<file path="src/rtl/parity_pkg.sv">
// Shared parity definitions: mode encoding and the parity function
// used by both the generator and checker datapaths.
package parity_pkg;

   localparam logic PARITY_EVEN = 1'b0;
   localparam logic PARITY_ODD  = 1'b1;

   // Widest word calc_parity accepts; callers zero-extend (parity unchanged)
   localparam int MAX_W = 1024;

   function automatic logic calc_parity(
      input logic [MAX_W-1:0] data,
      input logic             mode
   );
      return (^data) ^ (mode == PARITY_ODD);
   endfunction

endpackage

</file>
<file path="src/rtl/parity_checker.sv">
// Combinational parity check of a received word plus its parity bit.
module parity_checker
   import parity_pkg::*;
#(
   parameter int DATA_W = 8
) (
   input  logic [DATA_W-1:0] data,
   input  logic              parity,
   input  logic              mode,
   output logic              error
);

   logic [MAX_W-1:0] data_ext;

   assign data_ext = MAX_W'(data);
   assign error    = calc_parity(data_ext, mode) ^ parity;

endmodule

</file>
<file path="src/rtl/parity_generate.sv">
// Combinational parity bit for one data word under even/odd mode.
module parity_generate
   import parity_pkg::*;
#(
   parameter int DATA_W = 8
) (
   input  logic [DATA_W-1:0] data,
   input  logic              mode,
   output logic              parity
);

   logic [MAX_W-1:0] data_ext;

   assign data_ext = MAX_W'(data);
   assign parity   = calc_parity(data_ext, mode);

endmodule

</file>
<file path="src/rtl/parity_gen_check.sv">
// Registered parity generator and checker with sticky error flag
// and saturating error counter.
module parity_gen_check
   import parity_pkg::*;
#(
   parameter int DATA_W = 8,
   parameter int CNT_W  = 16
) (
   input  logic              clk,
   input  logic              rst,
   input  logic              mode,
   input  logic              gen_valid,
   input  logic [DATA_W-1:0] gen_data,
   output logic              gen_out_valid,
   output logic [DATA_W-1:0] gen_out_data,
   output logic              parity_bit,
   input  logic              chk_valid,
   input  logic [DATA_W-1:0] chk_data,
   input  logic              chk_parity,
   output logic              chk_out_valid,
   output logic              parity_error,
   output logic              err_sticky,
   output logic [CNT_W-1:0]  err_count,
   input  logic              err_clear
);

   logic              gen_par;
   logic              chk_err;

   logic              gen_vld_d, gen_vld_q;
   logic [DATA_W-1:0] gen_data_d, gen_data_q;
   logic              par_d, par_q;
   logic              chk_vld_d, chk_vld_q;
   logic              err_d, err_q;
   logic              sticky_d, sticky_q;
   logic [CNT_W-1:0]  cnt_d, cnt_q;

   parity_generate #(.DATA_W(DATA_W)) u_gen (
      .data   (gen_data),
      .mode   (mode),
      .parity (gen_par)
   );

   parity_checker #(.DATA_W(DATA_W)) u_chk (
      .data   (chk_data),
      .parity (chk_parity),
      .mode   (mode),
      .error  (chk_err)
   );

   always_comb begin
      gen_vld_d  = gen_valid;
      gen_data_d = gen_valid ? gen_data : gen_data_q;
      par_d      = gen_valid & gen_par;
      chk_vld_d  = chk_valid;
      err_d      = chk_valid & chk_err;
      sticky_d   = sticky_q;
      cnt_d      = cnt_q;
      // Clear wins over a same-cycle error; the error still shows on parity_error
      if (err_clear) begin
         sticky_d = 1'b0;
         cnt_d    = '0;
      end else if (err_d) begin
         sticky_d = 1'b1;
         if (cnt_q != {CNT_W{1'b1}}) cnt_d = cnt_q + 1'b1;
      end
   end

   always_ff @(posedge clk) begin
      if (rst) begin
         gen_vld_q  <= 1'b0;
         gen_data_q <= '0;
         par_q      <= 1'b0;
         chk_vld_q  <= 1'b0;
         err_q      <= 1'b0;
         sticky_q   <= 1'b0;
         cnt_q      <= '0;
      end else begin
         gen_vld_q  <= gen_vld_d;
         gen_data_q <= gen_data_d;
         par_q      <= par_d;
         chk_vld_q  <= chk_vld_d;
         err_q      <= err_d;
         sticky_q   <= sticky_d;
         cnt_q      <= cnt_d;
      end
   end

   assign gen_out_valid = gen_vld_q;
   assign gen_out_data  = gen_data_q;
   assign parity_bit    = par_q;
   assign chk_out_valid = chk_vld_q;
   assign parity_error  = err_q;
   assign err_sticky    = sticky_q;
   assign err_count     = cnt_q;

endmodule

</file>
<file path="config.mk">
export PLATFORM = sky130hd
export DESIGN_NAME = parity_gen_check
export DESIGN_NICKNAME = d
export VERILOG_FILES = /design/src/rtl/parity_pkg.sv /design/src/rtl/parity_checker.sv /design/src/rtl/parity_generate.sv /design/src/rtl/parity_gen_check.sv
export SDC_FILE = /design/constraint.sdc
export NUM_CORES = 1
export LEC_CHECK = 0
export CORE_AREA = 2 2 59 61
export CTS_CLUSTER_DIAMETER = 200
export DETAILED_ROUTE_END_ITERATION = 6
export DIE_AREA = 0 0 61 63
export MAX_ROUTING_LAYER = met4
export PLACE_DENSITY = 0.81
export SKIP_LAST_GASP = 1
export SLEW_MARGIN = 20
export SYNTH_ARGS = -nofsm -noshare
export SYNTH_HDL_FRONTEND = slang
export SYNTH_SLANG_ARGS = --single-unit
</file>
<file path="constraint.sdc">
create_clock -name clk -period 4.3 [get_ports clk]
set_input_delay 0.86 -clock clk [delete_from_list [all_inputs] [get_ports clk]]
set_output_delay 0.86 -clock clk [all_outputs]
set_load 0.02 [all_outputs]
</file>
==> results.cfg <==
[routing]
drt-vias-per-instance = 5.37
wl_per_cell_um = 13.5
first_pass_iters = 4
drc_errors = 0
postRouteAntennaNets = 0
drtIter0Drc = 56
wirelength_mm = 3.43
via_count = 1359

[power_and_ir_drop]
p_per_area_nw_per_um2 = 333
p_leak_uw = 0.000704
peakVddDrop_mv = 0.169

[clocking]
cts_resized = 0
insertion_delay_ns = 0.33
tritoncts = yes
htreeDepth = 2
numClockSinks = 29
post_cts.repair.setup_buffers = 0
hold_buffers = 0
cts_root_buffer = clkbuf_4
clkTransAtPathRegs_ns = 0.10
cts_made_buffers = 5
cts_buffer_depth = 2

[worst_setup_path]
cp_slowest_cell = xnor2_2
crit_chain = clkdlybuf4s50_1 -> xor2_1 -> xnor3_2 -> xnor2_2 -> nor4_1 -> mux2i_1
worst-path-max-fanout = 26
max_stage_delay_ns = 0.83
startpoint_type = input pin
timing.rr.end = err_count[5]
end_kind = flip-flop
reg2reg_slack_ns = 2.32
r2r_cells = 6
cp.required_ns = 4.52
path_class = in2reg
cp.arrival_ns = 3.17
regToRegStartpoint = err_count[1]

[floorplan]
start_util_pct = 44.7
core_area_um2 = 3230
fp.dieW_um = 61
row_count = 21
io_pins = 52
fp.dieH_um = 63
dieArea_um2 = 3840

[global_routing]
grt_max_degree = 27
grt_pass1_wl_mm = 5.87
grt-ovfl-total = 0
gr-usage-all-layers_pct = 20.6
antenna_found_initial = 0
first_global_vias = 1325

[synthesis]
synth.avg_cell_area_um2 = 9.38
synth_edf_count = 0
syn_nets = 178
yosys_warnings = 0
netlist_area_um2 = 1440
ys_types = 34
async_reset_ff_share_pct = 0
yosys_most_used_dff = dfxtp_1
yosysSeqAreaShare_pct = 40.2
syn_inst = 154
ys_ff_latch = 29

[place]
io_buffers = 51
placed_cell_area_um2 = 1980
dp_hpwl_mm = 2.62
place.gp.congestion = 0.782

[sta]
fin_skew_ns = 0.00680
finalSetupTns_ns = 0
worst_pin_slew_ns = 1.03
finalCritPeriodShare_pct = 68.7
period_needed_ns = 2.96
hold_viol = 0
fmax_ghz = 0.338
max-slew-margin-rel_pct = 30.7
rsz0062_at_grt = no
setup_viol = 0
drv_slew = 0

[hold_path]
min_from = err_sticky
hold_end = err_sticky
hp-class = reg2reg
whs_path_depth = 1

[layout]
drive_above_1_share_pct = 6.28
area_growth_pct = 43.2
design_area_um2 = 2070
antennaDiodeCount = 0
nets = 230
nFillCells = 294

[flow_run]
maxCapViolCount = 0

[outcome]
status = finished, final reports clean
-- metrics by stage --
stage	setup slack, ns	cells	total power, uW	util [%]	hold slack, ns
2_1_floorplan	1.86	154	410	-	0.551
3_3_place_gp	1.16	245	450	61.2	0.451
3_5_place_dp	0.987	245	457	61.2	0.461
4_1_cts	1.36	253	697	64.0	0.493
5_1_grt	1.11	253	725	64.0	0.503
6_report	1.34	253	689	64.0	0.496
-- cells in the mapped netlist (all sizes together) (4+ instances only) --
library cell / count / area [um2]
dfxtp: 29 / 581
xnor2: 14 / 149
mux2i: 13 / 130
nor2: 13 / 51.3
a21oi: 11 / 55.1
nand2: 9 / 33.8
nand3: 8 / 40.0
o31ai: 8 / 60.1
or4: 8 / 60.1
or3: 6 / 37.5
clkbuf: 4 / 15.0
-- routing by layer --
layer	part of all wire (%)	GRT usage, %	wire length (um)	vias to the layer above
li1	-	-	-	667
met1	39	22.5	1350	640
met2	52	33.3	1770	45
met3	7.3	8.07	251	7
met4	1.5	7.34	52	0
met5	0	-	0	-
-- where the power goes --
| part | leakage (uW) | switching (uW) | internal [uW] |
|---|---|---|---|
| clock network | 0.0000445 | 101 | 138 |
| registers | 0.000236 | 5.41 | 279 |
| logic | 0.000424 | 91.1 | 74.9 |
-- sequential cells by signal, summed over array words and instances, names as in the netlist --
register	flops
err_sticky	1
chk_out_valid	1
parity_error	1
parity_bit	1
err_count	16
gen_out_valid	1
gen_out_data	8
-- worst max-delay path: cells and delay by family --
| kind | cells | cell delay (ns) |
|---|---|---|
| xor+xnor | 3 | 1.48 |
| buf+inv | 1 | 0.49 |
| mux | 1 | 0.17 |
| simple gates | 1 | 0.16 |
-- logic make-up (layout without fill, tap and decap cells) --
family,Yosys count,after routing,synth area share (%)
flip-flops,29,29,40.2
multiplexers,13,13,9.01
AO/OA/AOI/OAI,25,25,10.7
adder cells (fa/ha/maj),1,1,0.866
XOR/XNOR,17,17,13.2
AND/OR/NAND/NOR,61,61,23.1
buffers and inverters,8,61,2.86
-- worst max path at each step --
stage	start	end	slack [ns]
after floorplan	chk_data[5]	err_count[2]	1.86
after global placement	chk_data[5]	err_count[11]	1.16
after detailed placement	chk_data[2]	err_count[5]	0.99
after CTS	chk_data[2]	err_count[5]	1.36
after global routing	chk_data[2]	err_count[0]	1.11
final	chk_data[2]	err_count[5]	1.34
-- final cells by class --
type	instances	area (um2)	area share [%]
Clock inverter	2	37.5	1.82
Tap cell	46	57.6	2.78
Sequential cell	29	581	28.1
Inverter	2	7.51	0.363
Multi-Input combinational cell	117	822	39.8
Timing Repair Buffer	51	510	24.7
Clock buffer	6	51.3	2.48
-- layout by cell type, fill, tap and decap left out, types with 5 or more instances in the layout --
cell type        count
o31ai_1              8
nand3_1              8
xnor2_1             12
clkbuf_4             5
dfxtp_1             29
mux2i_1             13
nand2_1              9
or4_1                8
or3_1                6
clkdlybuf4s50_1     51
nor2_1              12
a21oi_1             11
(Power assumes the default switching activity.)
==> edit 1, RTL diff (same flow settings) <==
`DATA_W` is set to 8 in 3 places; all go to 9.
--- a/src/rtl/parity_checker.sv
+++ b/src/rtl/parity_checker.sv
@@ -2,7 +2,7 @@
 module parity_checker
    import parity_pkg::*;
 #(
-   parameter int DATA_W = 8
+   parameter int DATA_W = 9
 ) (
    input  logic [DATA_W-1:0] data,
    input  logic              parity,
--- a/src/rtl/parity_generate.sv
+++ b/src/rtl/parity_generate.sv
@@ -2,7 +2,7 @@
 module parity_generate
    import parity_pkg::*;
 #(
-   parameter int DATA_W = 8
+   parameter int DATA_W = 9
 ) (
    input  logic [DATA_W-1:0] data,
    input  logic              mode,
--- a/src/rtl/parity_gen_check.sv
+++ b/src/rtl/parity_gen_check.sv
@@ -3,7 +3,7 @@
 module parity_gen_check
    import parity_pkg::*;
 #(
-   parameter int DATA_W = 8,
+   parameter int DATA_W = 9,
    parameter int CNT_W  = 16
 ) (
    input  logic              clk,
Interface: changed (resized chk_data, gen_data and gen_out_data); port bits go from 52 to 55. The function was not compared with the original's and may differ.
==> edit 1 against the unedited design <==
  * Sequential power grew 4%
  * Setup slack gained 0.38 ns
  * Cell area grew 0.73%
  * Sequential cell count grew 1
  * Largest cell class unchanged
  * Core utilization grew 0.46 points
  * Power shrank 11%
  * Synthesized area grew 0.95%
  * Routed wire length shrank 5.8%
  * Fmax grew 15%
==> edit 1: results (changes against the unedited design) <==
Share of layout cells above drive strength 1 = 4.07% (-2.2 points)
DP HPWL = 2440 um (-6.9%)
First-pass GRT wire length = 5510 um (-6.1%)
Register area share after synthesis = 41.2% (+0.99 points)
Hold crit path type = flop to flop
RePlAce Congestion = 0.809 (+3.5%)
Routing usage on met1 = 24.1% (+1.6 points)
Antenna cells = 0 (unchanged)
DR vias = 1393 (+2.5%)
CTS Root Cell = clkbuf_4
Largest net degree at the start of global routing = 23 (-15%)
Setup Skew = 0.00211 ns (-0.00469 ns)
Crit path DAT = 2.82 ns (-0.35 ns)
Lkg Pwr = 0.708 nW (+0.58%)
1st-iter DRT viols = 50 (-11%)
Tot GR Track Use = 19.4% (-1.2 points)
Max Freq = 389 MHz (+15%)
M3 GR Usage = 5.80% (-2.3 points)
Syn. warnings = 0 (unchanged)
Synth unique cells = 29 (-15%)
Worst Setup Slack post-DPL = 1.39 ns (+0.405 ns)
Pre-antenna DRT Iters = 4 (unchanged)
Post-Synthesis Net Count = 192 (+7.9%)
Clock Latency Late Sink = 0.32 ns
Initial antenna violation count = 0 (unchanged)
Post-synth top cells = dfxtp_1, xnor2_1, nor2_1
Peak supply drop = 0.000183 V (+8.1%)
DRT Wirelength = 3230 um (-5.8%)
Largest register FFs = 16 (unchanged)
Port Buffers = 54 (+5.9%)
Synth top area cells = dfxtp_1, xnor2_1, mux2i_1, or3_1, a21oi_1
# fillers = 288 (-2.0%)
Outcome = complete, no violations
Vias in the first global route = 1239 (-6.5%)
CTS Buffer Depth = 2 (unchanged)
Crit path max fanout = 22 (-15%)
Max_slew headroom = 62.7% (+32 points)
Nets@finish = 247 (+7.4%)
R2R Setup Slk = 2.27 ns (-0.05 ns)
CTS Buf Count = 5 (unchanged)
P_sw = 0.182 mW (-7.9%)
Met2 Usage GRT = 30.5% (-2.8 points)
Placed cell area = 2040 um^2 (+3.0%)
edit 1: cell types whose count changed after synthesis, moves of 4 or more:
| cell | before | now |
|---|---|---|
| nand3_1 | 8 | 3 |
| xnor2_1 | 12 | 17 |
| or4_1 | 8 | 4 |
| nand4_1 | 2 | 6 |
| o31ai_1 | 8 | 3 |
| or3_1 | 6 | 12 |
| o21ai_0 | 2 | 10 |
edit 1: logic make-up after synthesis:
logic type / count (synthesis) / share of synthesized area [%]
AND/OR/NAND/NOR: 66 / 24.2
flip-flops: 30 / 41.2
AO/OA/AOI/OAI: 28 / 10.6
XOR/XNOR: 20 / 12.5
multiplexers: 12 / 8.24
buffers and inverters: 9 / 2.32
adder cells (fa/ha/maj): 1 / 0.858
edit 1: cell type report:
type                    instances  area [um^2]  share of cell area [%]
clock buffers                   7         45.0                    2.16
flip-flops and latches         30          601                    28.8
multi-input cells             127          823                    39.5
inverters                       2         7.51                   0.361
well taps                      46         57.6                    2.76
repair buffers                 55          548                    26.3
edit 1: worst paths after layout:
path                                    from       endpoint  cells after the start
worst max-delay path             chk_data[6]  err_count[12]                      8
worst min-delay path              err_sticky     err_sticky                      2
worst max register to register  err_count[0]  err_count[12]                      8
worst min register to register    err_sticky     err_sticky                      2
edit 1: metal layers:
metal | vias up | share of wire [%]
met5 | - | 0
li1 | 699 | -
met3 | 4 | 5.8
met1 | 649 | 43
met4 | 0 | 1.2
met2 | 41 | 50
edit 1: stage by stage:
stage	hold slack, ns	instances
finish	0.483	267
global route	0.526	267
CTS	0.487	267
detailed placement	0.464	260
global placement	0.457	260
floorplan	0.563	166
edit 1: power by group through the flow:
stage	Clock (mW)	Sequential, mW	Combinational (mW)
global route	0.171	0.295	0.185
detailed placement	0	0.300	0.169
finish	0.150	0.294	0.169
CTS	0.153	0.294	0.170
global placement	0	0.300	0.166
floorplan	0	0.314	0.0900
edit 1: worst max-delay path, cell delays in order:
cell             delay (ns)
clkdlybuf4s50_1        0.42
xnor2_1                0.14
xnor2_1                0.32
nor2b_1                0.18
mux2i_1                0.07
buf_4                  0.20
or4_1                  0.47
a21oi_1                0.15
==> edit 2, RTL diff (same flow settings) <==
Made on the original files. The output `gen_out_valid` loses its register stage (`gen_vld_q` becomes a continuous assignment).
--- a/src/rtl/parity_gen_check.sv
+++ b/src/rtl/parity_gen_check.sv
@@ -68,7 +68,6 @@
 
    always_ff @(posedge clk) begin
       if (rst) begin
-         gen_vld_q  <= 1'b0;
          gen_data_q <= '0;
          par_q      <= 1'b0;
          chk_vld_q  <= 1'b0;
@@ -76,7 +75,6 @@
          sticky_q   <= 1'b0;
          cnt_q      <= '0;
       end else begin
-         gen_vld_q  <= gen_vld_d;
          gen_data_q <= gen_data_d;
          par_q      <= par_d;
          chk_vld_q  <= chk_vld_d;
@@ -85,6 +83,8 @@
          cnt_q      <= cnt_d;
       end
    end
+
+   assign gen_vld_q = gen_vld_d;
 
    assign gen_out_valid = gen_vld_q;
    assign gen_out_data  = gen_data_q;
Formal check against the unedited RTL: not equivalent (Yosys sat finds a counterexample within 4 cycles, from zero or initial values and one cycle with rst high).
==> edit 2 against the unedited design <==
  * Synthesized area up 4.9%
  * Cell area up 1.6%
  * Largest cell class unchanged
  * Synthesized cell count up 12%
  * Register-to-register slack worse by 0.23 ns
  * Setup slack worse by 0.25 ns
  * Critical path depth down 4
  * Sequential cell count down 1
  * Power down 10%
  * Count of clock-buffer cells in the layout down 3
  * Sequential share of layout area down 1.4 points
  * Routed wire length up 4.4%
  * Hold slack better by 0.0064 ns
==> edit 2: results (changes against the unedited design) <==
Outcome = complete, no violations
RePlAce Congestion = 0.885 (+13%)
Post-synth top cells = dfxtp_1, nor2_1, mux2i_1
Largest net degree at the start of global routing = 20 (-26%)
Clock Latency Late Sink = 0.34 ns
Nets@finish = 244 (+6.1%)
Lkg Pwr = 0.704 nW (about the same)
First-pass GRT wire length = 6090 um (+3.9%)
Mux contribution to synthesized area = 9.26% (+0.24 points)
Vias in the first global route = 1414 (+6.7%)
Share of layout cells above drive strength 1 = 4.11% (-2.2 points)
Worst path slowest cell = clkdlybuf4s50_1
Hold buffer count at CTS = 0 (unchanged)
Synth top area cells = dfxtp_1, mux2i_1, xnor2_1, nor2_1, or3_1
Ys async rst share = 0% (unchanged)
Syn. warnings = 0 (unchanged)
CTS Buf Count = 3 (-2)
Slowest stage delay, CP = 0.78 ns (-0.05 ns)
Tot GR Track Use = 20.8% (+0.14 points)
Crit-path leading delay family = buffers and inverters
Port Buffers = 51 (unchanged)
CTS Buffer Depth = 2 (unchanged)
DP HPWL = 2690 um (+2.5%)
Pre-antenna DRT Iters = 4 (unchanged)
Placed cell area = 2050 um^2 (+3.5%)
Area share of xor/xnor cells in the synthesized design = 11.8% (-1.4 points)
Peak supply drop = 0.000141 V (-17%)
Antenna cells = 0 (unchanged)
1st-iter DRT viols = 70 (+25%)
Sw frac = 29.5% (+0.91 points)
CTS clk-pin slew, worst paths = 0.16 ns (+0.06 ns)
Compound-Gate Fraction of Synth Area = 12.6% (+1.9 points)
Synth unique cells = 38 (+12%)
Largest register FFs = 16 (unchanged)
Register area share after synthesis = 37.0% (-3.2 points)
Least-Margin Pin Slew = 0.784 ns (-0.251 ns)
DR vias/cell = 5.63 (+4.9%)
H-tree lvl count = 1 (-1)
Post-Synth Adder-Cell Area = 0.826% (-0.040 points)
Hold crit path type = flop to flop
CTS Root Cell = clkbuf_4
Main synth FF type = dfxtp_1
Setup Skew = 0.0108 ns (+0.00396 ns)
Crit path max fanout = 10 (-62%)
Worst Setup Slack post-DPL = 1.08 ns (+0.0964 ns)
DRT Wirelength = 3570 um (+4.4%)
Post-Synthesis Net Count = 196 (+10%)
Crit path DAT = 2.34 ns (-0.83 ns)
edit 2: path summary, 6_finish.rpt:
kind / startpoint / end / slack, ns / depth (start not counted)
hold / removal: err_sticky / err_sticky / 0.50 / 2
hold reg to reg: err_sticky / err_sticky / 0.50 / 2
setup reg to reg: err_count[0] / err_count[14] / 2.09 / 6
setup / recovery: gen_valid / gen_out_valid / 1.10 / 2
edit 2: final cells by class:
type | instances | area, um^2
Inverter | 5 | 18.8
Tap cell | 46 | 57.6
Clock inverter | 1 | 30.0
Sequential cell | 28 | 561
Fill cell | 293 | 1130
Multi-Input combinational cell | 131 | 900
Clock buffer | 3 | 22.5
Timing Repair Buffer | 51 | 510
edit 2: stage by stage:
stage          hold WS (ns)  power [mW]  instances
5_1_grt               0.539       0.649        265
3_5_place_dp          0.480       0.446        261
6_report              0.503       0.619        265
2_1_floorplan         0.558       0.386        172
4_1_cts               0.517       0.624        265
3_3_place_gp          0.469       0.443        261
edit 2: logic make-up after synthesis:
kind of cell | Yosys count
buffers and inverters | 13
xor gates and xnor gates | 17
adders and majority gates | 1
AOI/OAI and AO/OA | 27
and+or+nand+nor | 72
muxes | 14
DFF | 28
edit 2: routing by layer:
metal	up-vias	part of all wire [%]	GRT usage (%)
met2	71	48	34.4
met4	0	0.56	7.07
met3	4	7.4	4.35
li1	735	-	-
met5	-	0	-
met1	683	44	24.3
edit 2: power groups by stage:
stage / clock, mW / combinational (mW) / sequential (mW)
after global placement: 0 / 0.163 / 0.280
final: 0.178 / 0.166 / 0.274
after detailed placement: 0 / 0.166 / 0.280
after global routing: 0.193 / 0.180 / 0.276
after floorplan: 0 / 0.0939 / 0.292
after CTS: 0.182 / 0.167 / 0.275
